$ cat src/rtl/decode_ctrl_mc.sv
// ID/EX decode controller: decodes RV32I+M into a registered EX control bundle and
// tracks occupancy of the iterative mul/div unit, holding the front end while it is busy.
module decode_ctrl_mc #(
   parameter int MUL_CYCLES = 3,
   parameter int DIV_CYCLES = 33,
   parameter bit ENABLE_M   = 1'b1
) (
   input  logic       clk,
   input  logic       rst_n,
   input  logic       id_valid_i,
   input  logic [6:0] op_i,
   input  logic [2:0] funct3_i,
   input  logic [6:0] funct7_i,
   input  logic       stall_i,
   input  logic       flush_i,
   output logic       stall_o,
   output logic       ex_valid_o,
   output logic [1:0] ex_result_src_o,
   output logic       ex_mem_write_o,
   output logic       ex_mem_read_o,
   output logic       ex_alu_src_o,
   output logic       ex_reg_write_o,
   output logic       ex_jump_o,
   output logic       ex_branch_o,
   output logic [2:0] ex_imm_src_o,
   output logic [4:0] ex_alu_ctrl_o,
   output logic       ex_md_last_o,
   output logic       ex_illegal_o
);

   localparam logic [6:0] OP_LOAD  = 7'b0000011;
   localparam logic [6:0] OP_STORE = 7'b0100011;
   localparam logic [6:0] OP_R     = 7'b0110011;
   localparam logic [6:0] OP_I     = 7'b0010011;
   localparam logic [6:0] OP_BR    = 7'b1100011;
   localparam logic [6:0] OP_JAL   = 7'b1101111;
   localparam logic [6:0] OP_JALR  = 7'b1100111;
   localparam logic [6:0] OP_LUI   = 7'b0110111;
   localparam logic [6:0] OP_AUIPC = 7'b0010111;

   localparam logic [4:0] ALU_ADD  = 5'h00;
   localparam logic [4:0] ALU_SUB  = 5'h01;
   localparam logic [4:0] ALU_AND  = 5'h02;
   localparam logic [4:0] ALU_OR   = 5'h03;
   localparam logic [4:0] ALU_XOR  = 5'h04;
   localparam logic [4:0] ALU_SLT  = 5'h05;
   localparam logic [4:0] ALU_SLTU = 5'h06;
   localparam logic [4:0] ALU_SLL  = 5'h07;
   localparam logic [4:0] ALU_SRL  = 5'h08;
   localparam logic [4:0] ALU_SRA  = 5'h09;

   localparam logic [7:0] MUL_LAT = 8'(MUL_CYCLES);
   localparam logic [7:0] DIV_LAT = 8'(DIV_CYCLES);

   typedef struct packed {
      logic [1:0] result_src;
      logic       mem_write;
      logic       mem_read;
      logic       alu_src;
      logic       reg_write;
      logic       jump;
      logic       branch;
      logic [2:0] imm_src;
      logic [4:0] alu_ctrl;
      logic       illegal;
   } ctl_t;

   typedef enum logic {IDLE, BUSY} state_t;

   state_t     state;
   logic [7:0] cnt;
   ctl_t       dec_p0;
   ctl_t       ex_p1;
   logic       vld_p1;
   logic [7:0] lat_p0;

   function automatic logic [4:0] alu_base(input logic [2:0] f3, input logic alt);
      logic [4:0] r;
      case (f3)
         3'b000:  r = alt ? ALU_SUB : ALU_ADD;
         3'b001:  r = ALU_SLL;
         3'b010:  r = ALU_SLT;
         3'b011:  r = ALU_SLTU;
         3'b100:  r = ALU_XOR;
         3'b101:  r = alt ? ALU_SRA : ALU_SRL;
         3'b110:  r = ALU_OR;
         default: r = ALU_AND;
      endcase
      return r;
   endfunction

   // ID: combinational decode of the instruction presented by the front end
   always_comb begin
      dec_p0 = '0;
      case (op_i)
         OP_LOAD: begin
            dec_p0.result_src = 2'b01;
            dec_p0.mem_read   = 1'b1;
            dec_p0.alu_src    = 1'b1;
            dec_p0.reg_write  = 1'b1;
         end
         OP_STORE: begin
            dec_p0.mem_write = 1'b1;
            dec_p0.alu_src   = 1'b1;
            dec_p0.imm_src   = 3'b001;
         end
         OP_R: begin
            if (funct7_i == 7'b0000001) begin
               if (ENABLE_M) begin
                  dec_p0.reg_write = 1'b1;
                  dec_p0.alu_ctrl  = {2'b10, funct3_i};
               end else begin
                  dec_p0.illegal = 1'b1;
               end
            end else begin
               dec_p0.reg_write = 1'b1;
               dec_p0.alu_ctrl  = alu_base(funct3_i, funct7_i[5]);
            end
         end
         OP_I: begin
            // addi never becomes sub; only srai honours funct7[5]
            dec_p0.reg_write = 1'b1;
            dec_p0.alu_src   = 1'b1;
            dec_p0.alu_ctrl  = alu_base(funct3_i, (funct3_i == 3'b101) & funct7_i[5]);
         end
         OP_BR: begin
            dec_p0.branch   = 1'b1;
            dec_p0.imm_src  = 3'b010;
            dec_p0.alu_ctrl = funct3_i[2] ? (funct3_i[1] ? ALU_SLTU : ALU_SLT) : ALU_SUB;
         end
         OP_JAL: begin
            dec_p0.result_src = 2'b10;
            dec_p0.reg_write  = 1'b1;
            dec_p0.jump       = 1'b1;
            dec_p0.imm_src    = 3'b011;
         end
         OP_JALR: begin
            dec_p0.result_src = 2'b10;
            dec_p0.reg_write  = 1'b1;
            dec_p0.jump       = 1'b1;
            dec_p0.alu_src    = 1'b1;
         end
         OP_LUI, OP_AUIPC: begin
            dec_p0.reg_write = 1'b1;
            dec_p0.alu_src   = 1'b1;
            dec_p0.imm_src   = 3'b100;
         end
         default: dec_p0.illegal = 1'b1;
      endcase
   end

   assign lat_p0 = funct3_i[2] ? DIV_LAT : MUL_LAT;

   // EX: registered bundle plus mul/div occupancy tracking
   always_ff @(posedge clk or negedge rst_n) begin
      if (!rst_n) begin
         state  <= IDLE;
         cnt    <= 8'd0;
         ex_p1  <= '0;
         vld_p1 <= 1'b0;
      end else if (flush_i) begin
         state  <= IDLE;
         cnt    <= 8'd0;
         ex_p1  <= '0;
         vld_p1 <= 1'b0;
      end else if (!stall_i) begin
         if (state == BUSY) begin
            if (cnt == 8'd1) begin
               state <= IDLE;
               cnt   <= 8'd0;
            end else begin
               cnt <= cnt - 8'd1;
            end
         end else if (id_valid_i) begin
            ex_p1  <= dec_p0;
            vld_p1 <= 1'b1;
            if (dec_p0.alu_ctrl[4] && (lat_p0 > 8'd1)) begin
               state <= BUSY;
               cnt   <= lat_p0 - 8'd1;
            end
         end else begin
            ex_p1  <= '0;
            vld_p1 <= 1'b0;
         end
      end
   end

   assign stall_o         = (state == BUSY);
   assign ex_valid_o      = vld_p1;
   assign ex_result_src_o = ex_p1.result_src;
   assign ex_mem_write_o  = ex_p1.mem_write;
   assign ex_mem_read_o   = ex_p1.mem_read;
   assign ex_alu_src_o    = ex_p1.alu_src;
   assign ex_reg_write_o  = ex_p1.reg_write;
   assign ex_jump_o       = ex_p1.jump;
   assign ex_branch_o     = ex_p1.branch;
   assign ex_imm_src_o    = ex_p1.imm_src;
   assign ex_alu_ctrl_o   = ex_p1.alu_ctrl;
   assign ex_illegal_o    = ex_p1.illegal;
   assign ex_md_last_o    = vld_p1 & ex_p1.alu_ctrl[4] & (state == IDLE);

endmodule

$ cat config.mk
export PLATFORM = sky130hd
export DESIGN_NAME = decode_ctrl_mc
export DESIGN_NICKNAME = d
export VERILOG_FILES = /design/src/rtl/decode_ctrl_mc.sv
export SDC_FILE = /design/constraint.sdc
export NUM_CORES = 1
export LEC_CHECK = 0
export ABC_AREA = 1
export CORE_MARGIN = 2
export CORE_UTILIZATION = 45
export DETAILED_ROUTE_END_ITERATION = 12
export PLACE_DENSITY = 0.73
export SETUP_SLACK_MARGIN = 0.4
export SYNTH_ARGS = -nofsm -noshare
export SYNTH_HDL_FRONTEND = slang
export SYNTH_SLANG_ARGS = --single-unit
export TNS_END_PERCENT = 50
$ cat constraint.sdc
create_clock -name clk -period 1.7 [get_ports clk]
set_input_delay 0.17 -clock clk [delete_from_list [all_inputs] [get_ports clk]]
set_output_delay 0.17 -clock clk [all_outputs]
set_load 0.01 [all_outputs]
==> metrics.md <==
| Metric | Value |
|---|---|
| Status | `completed` |
| Final Hold Fails | `0` |
| Cells after Synth | `251` |
| Post-DP HPWL | `3192 um` |
| Placeable Area | `3744 um2` |
| Worst-Margin Slew | `0.3406 ns` |
| Clk buf depth | `2` |
| Detailed Route WL | `4917 um` |
| Clk slew on worst S/H paths | `0.10 ns` |
| Syn Nets | `275` |
| Sw frac | `27.47%` |
| First-pass GRT wire length | `7790 um` |
| Area leader, netlist | `dfrtp_1` |
| Internal | `1.088 mW` |
| Post-synth EDFFs | `0` |
| Die Ht | `67.06 um` |
| Critical path class | `reg2reg` |
| Post-synth top area share | `36.36%` |
| Final period util | `82.79%` |
| Worst-Skew Late Latency | `0.28 ns` |
| Top_reg_cell synth | `dfrtp_1` |
| Vias | `1,899` |
| Netlist cell types | `32` |
| Seq. cell area | `651.9 um2` |
| Grt ovf | `0` |
| Startpoint types | `flop` |
| Multi-input gate area | `1104 um2` |
| Routed length per instance | `12.97 um` |
| Most common cell in the netlist | `nand2_1` |
| Clock net sink count | `26` |
| Pwr per Cell Area | `538.6 nW/um2` |
| Remaining DRCs | `0` |
| Largest net degree at the start of global routing | `27` |
| Area Overhead vs Synth | `55.73%` |
| Min-delay worst type | `in2async` |
| Worst path bufs/invs | `4` |
| Starting Density | `47.79%` |
| Post-synthesis async set-or-reset flop share | `100.0%` |
| Fillers | `305` |
| Slew margin rel. | `77.29%` |
| Register bit count reported by yosys | `26` |
| Final GP Congestion | `0.8736` |
| CTS tree | `yes` |
| Count of buffers from port buffering | `41` |
| Pwr Total | `1.501 mW` |
| Worst path max stage delay | `0.42 ns` |
| Critical Path AT | `1.60 ns` |
| Total GRT Usage | `22.88%` |
| Max rail drop VDD | `263.9 uV` |
| Final Skew | `0.001812 ns` |
| Vias in the first global route | `1,810` |
| RSZ-0062 raised after global routing | `yes` |
| Most common library cells after synthesis | `nand2_1 (77), inv_1 (39), dfrtp_1 (26)` |
| Cells along the critical path | `buf_6 -> inv_4 -> nor2_4 -> nor2_4 -> nand3_4 -> buf_4 -> buf_4 -> o31ai_2` |
| CTS Buf Count | `3` |
| Yosys Warn Count | `0` |
| Max-cap check violation count | `0` |
| Die Wd | `67.06 um` |
| Slowest CP cell | `dfrtp_2` |
| Final min period | `1.407 ns` |
| Final setup viols | `0` |
| Die area | `4496 um2` |
| Syn avg cell area | `7.128 um2` |
| Synth area leaders | `dfrtp_1 (36%), nand2_1 (16%), inv_1 (8.2%)` |
| Critical Path End Type | `flop` |
| Switch Pwr | `0.4123 mW` |
| DR pass1 iterations | `4` |
| Hold_buf cts | `0` |
| TNS Setup | `0 ns` |
| Nets | `356` |
| Antenna violations before repair | `0` |
| 1st-iter DRT viols | `93` |
| N_diodes | `0` |
| IO Pins | `42` |
| CTS root buf | `clkbuf_8` |
| P_leak | `1.604 nW` |
| Max FO, Critical Path | `4` |
| FP Rows | `22` |
| Share of power burned in registers | `42.5%` |
| Largest delay contributor family on the critical path | `buffers and inverters` |
| Critical Path RT | `1.90 ns` |
| Syn Std Cell Area | `1789 um2` |
| Layout cell share with drive strength beyond 1 | `32.63%` |
| Sequential share of the synthesized area | `36.36%` |
| Combinational power share | `21.8%` |
| Clock share of power | `35.7%` |
| CTS H-Tree Depth | `1` |
| Via/cell ratio | `5.011` |
| Final ANT Viol Nets | `0` |
| Fmax | `710.5 MHz` |
| Slew Limit Fails | `0` |
==> layer usage <==
layer / up-vias / wire, um / GRT usage (%)
met1: 902 / 2098 / 26.96
li1: 943 / - / -
met5: - / 0 / 0
met4: 0 / 44 / 6.888
met2: 48 / 2620 / 42.57
met3: 6 / 153 / 2.872
==> flip-flops by register name (all words and copies together) (netlist names) <==
register and flops:
cnt 8, ex_alu_ctrl_o 5, ex_imm_src_o 3, ex_alu_src_o 1
ex_branch_o 1, ex_illegal_o 1, ex_jump_o 1, ex_mem_read_o 1
ex_mem_write_o 1, ex_reg_write_o 1, ex_result_src_o 1, ex_valid_o 1
stall_o 1
==> repair_timing <==
item | in CTS | in global routing
pin swaps | 16 | 20
cloned | 2 | 0
setup endpoints to repair | 44 | 44
resized for setup | 45 | 37
buffers inserted | 19 | 6
==> placed cells by master (no fill, tap or decap), types with 3 or more instances in the layout <==
master	Yosys	layout
nand2_1	77	69
inv_1	39	32
buf_4	1	32
dfrtp_1	26	25
clkdlybuf4s50_1	0	23
nor2_1	22	15
nand3_1	21	15
nand2_2	5	13
o21ai_0	11	9
nor2_2	3	8
dlymetal6s2s_1	0	8
dlygate4sd2_1	0	8
buf_6	3	8
inv_2	1	6
nand3_2	2	6
a21oi_1	6	5
nor2_4	2	4
nand3_4	1	4
o21ai_1	2	4
o21ai_2	4	4
nand2_4	3	3
xor2_1	3	3
clkbuf_8	0	3
==> cell families (layout without fill, tap and decap cells) <==
| group | after synthesis | after routing | share of synthesized area [%] |
|---|---|---|---|
| flops | 26 | 26 | 36.36 |
| buf+inv | 46 | 125 | 11.33 |
| simple gates | 148 | 149 | 41.05 |
| compound gates | 26 | 26 | 8.392 |
| xor+xnor | 3 | 3 | 1.469 |
| fa+ha+maj | 2 | 2 | 1.398 |
==> stage by stage <==
stage	utilization (%)	worst slack (ns)	hold WS, ns	instances	cell area [um2]
after CTS	70.86	0.2543	0.2748	373	2653
after global placement	61.73	0.006013	0.4635	348	2311
after floorplan	-	0.3804	-0.1256	251	1789
final	74.43	0.2926	0.2494	379	2786
after detailed placement	61.73	0.00004097	0.4649	348	2311
after global routing	74.43	0.2205	0.2977	379	2786
==> worst paths after layout <==
path                                startpoint        endpoint  slack, ns  depth (start not counted)
worst max-delay path                   stall_o     ex_branch_o       0.29                          8
worst min-delay path                     rst_n          cnt[7]       0.25                          2
worst max register to register         stall_o     ex_branch_o       0.29                          8
worst min register to register  ex_mem_write_o  ex_mem_write_o       0.49                          2
max in group asynchronous                rst_n         stall_o       1.18                          2
min in group clk                       op_i[5]     ex_branch_o       0.30                          3
==> area by class of cell <==
class	count	share of cell area (%)
Tap cell	48	2.155
Sequential cell	26	23.39
Clock buffer	3	1.482
Multi-Input combinational cell	180	39.60
Timing Repair Buffer	80	26.40
Inverter	41	5.882
Clock inverter	1	1.078
==> power by group through the flow <==
stage	registers, mW	logic (mW)	clock network, mW
after floorplan	0.650	0.139	0
after global placement	0.650	0.258	0
after detailed placement	0.650	0.263	0
after CTS	0.638	0.306	0.530
after global routing	0.639	0.357	0.558
final	0.638	0.327	0.536
No activity file was read; power rests on OpenSTA's default activity.
==> edit: new RTL, same flow settings <==
Set the parameter `DIV_CYCLES` to 24 (it was 33).
--- a/src/rtl/decode_ctrl_mc.sv
+++ b/src/rtl/decode_ctrl_mc.sv
@@ -2,7 +2,7 @@
 // tracks occupancy of the iterative mul/div unit, holding the front end while it is busy.
 module decode_ctrl_mc #(
    parameter int MUL_CYCLES = 3,
-   parameter int DIV_CYCLES = 33,
+   parameter int DIV_CYCLES = 24,
    parameter bit ENABLE_M   = 1'b1
 ) (
    input  logic       clk,
Formal check against the unedited RTL: same outputs for any inputs over 10 cycles, from zero or initial values and one cycle with rst_n low; that may be too few to reach the edited logic, so the function may still have changed.
==> edit against the original RTL <==
- cell area decreased by 9.0%
- sequential cell count unchanged
- worst setup slack improved by 0.059 ns
- first-iteration DRC count decreased by 9.7%
- power increased by 2.7%
- area after synthesis decreased by 7.3%
- routed wire length decreased by 15%
- via count decreased by 6.4%
- critical path type is now reg -> out
- highest routed layer unchanged
==> edit: results (changes against the original RTL) <==
- Run status: finished clean
- Pwr Total: 0.00154 W (+2.7%)
- WL per Instance: 11.4 um (-12%)
- Layout Nets: 344 (-3.4%)
- Final Hold Slack: 0.259 ns (+0.00942 ns)
- FFs & Latches: 26 (unchanged)
- Power share of the sequential group: 0.424 (about the same)
- Placed Cells: 349 (+0.29%)
- Share of layout cells above drive strength 1: 0.235 (-0.0912)
- Slowest stage cell, crit path: clkdlybuf4s50_1
- Worst-Margin Slew: 0.338 ns (-0.00228 ns)
- Setup crit start: ex_imm_src_o[1]
- Skew final: 0.00364 ns (+0.00183 ns)
- CP endpoint: ex_imm_src_o[1]
- Worst slack at placement: -0.0468 ns (-0.0468 ns)
- Worst Path Class, Setup: reg -> out
- Internal: 0.00112 W (+3.2%)
- Bufs w/o clock: 74 (-7.5%)
- Vias in the first global route: 1,722 (-4.9%)
- GP Congestion: 0.881 (+0.79%)
- Signal inverters: 35 (-15%)
- P_comb: 0.000370 W (+13%)
- Post-Layout Cell Count: 367 (-3.2%)
- Crit share post-route: 0.793 (-0.0345)
- Cell variety after synth: 25 (-22%)
- Postcts setup bufs: 7 (-12)
- Area after DPL: 2250 um^2 (-2.8%)
- Crit Path Max Fanout: 2 (-2)
- First-pass GRT wire length: 7230 um (-7.2%)
- Fill cells: 325 (+6.6%)
- Drt initial violations: 84 (-9.7%)
- Non-clk buf share: 0.264 (-0.000459)
-- edit: worst reg2reg max path, delay by kind of cell, from the launching register on --
family / cells / cell delay, ns
flops: 1 / 0.48
simple gates: 3 / 0.32
buf+inv: 2 / 0.15
compound gates: 2 / 0.35
-- edit: cells by family (layout without fill, tap and decap cells) --
group	after synthesis	in the layout	share of synthesized area
compound gates	29	29	0.103
xor+xnor	3	3	0.0159
fa+ha+maj	2	2	0.0151
buf+inv	39	113	0.0951
flops	26	26	0.392
simple gates	146	146	0.378
-- edit: routing by layer --
| layer | track usage | vias up | wire, um |
|---|---|---|---|
| met4 | 0.0878 | 0 | 50 |
| met3 | 0.0260 | 5 | 109 |
| met1 | 0.275 | 812 | 1890 |
| met5 | 0 | - | 0 |
| li1 | - | 925 | - |
| met2 | 0.383 | 35 | 2110 |
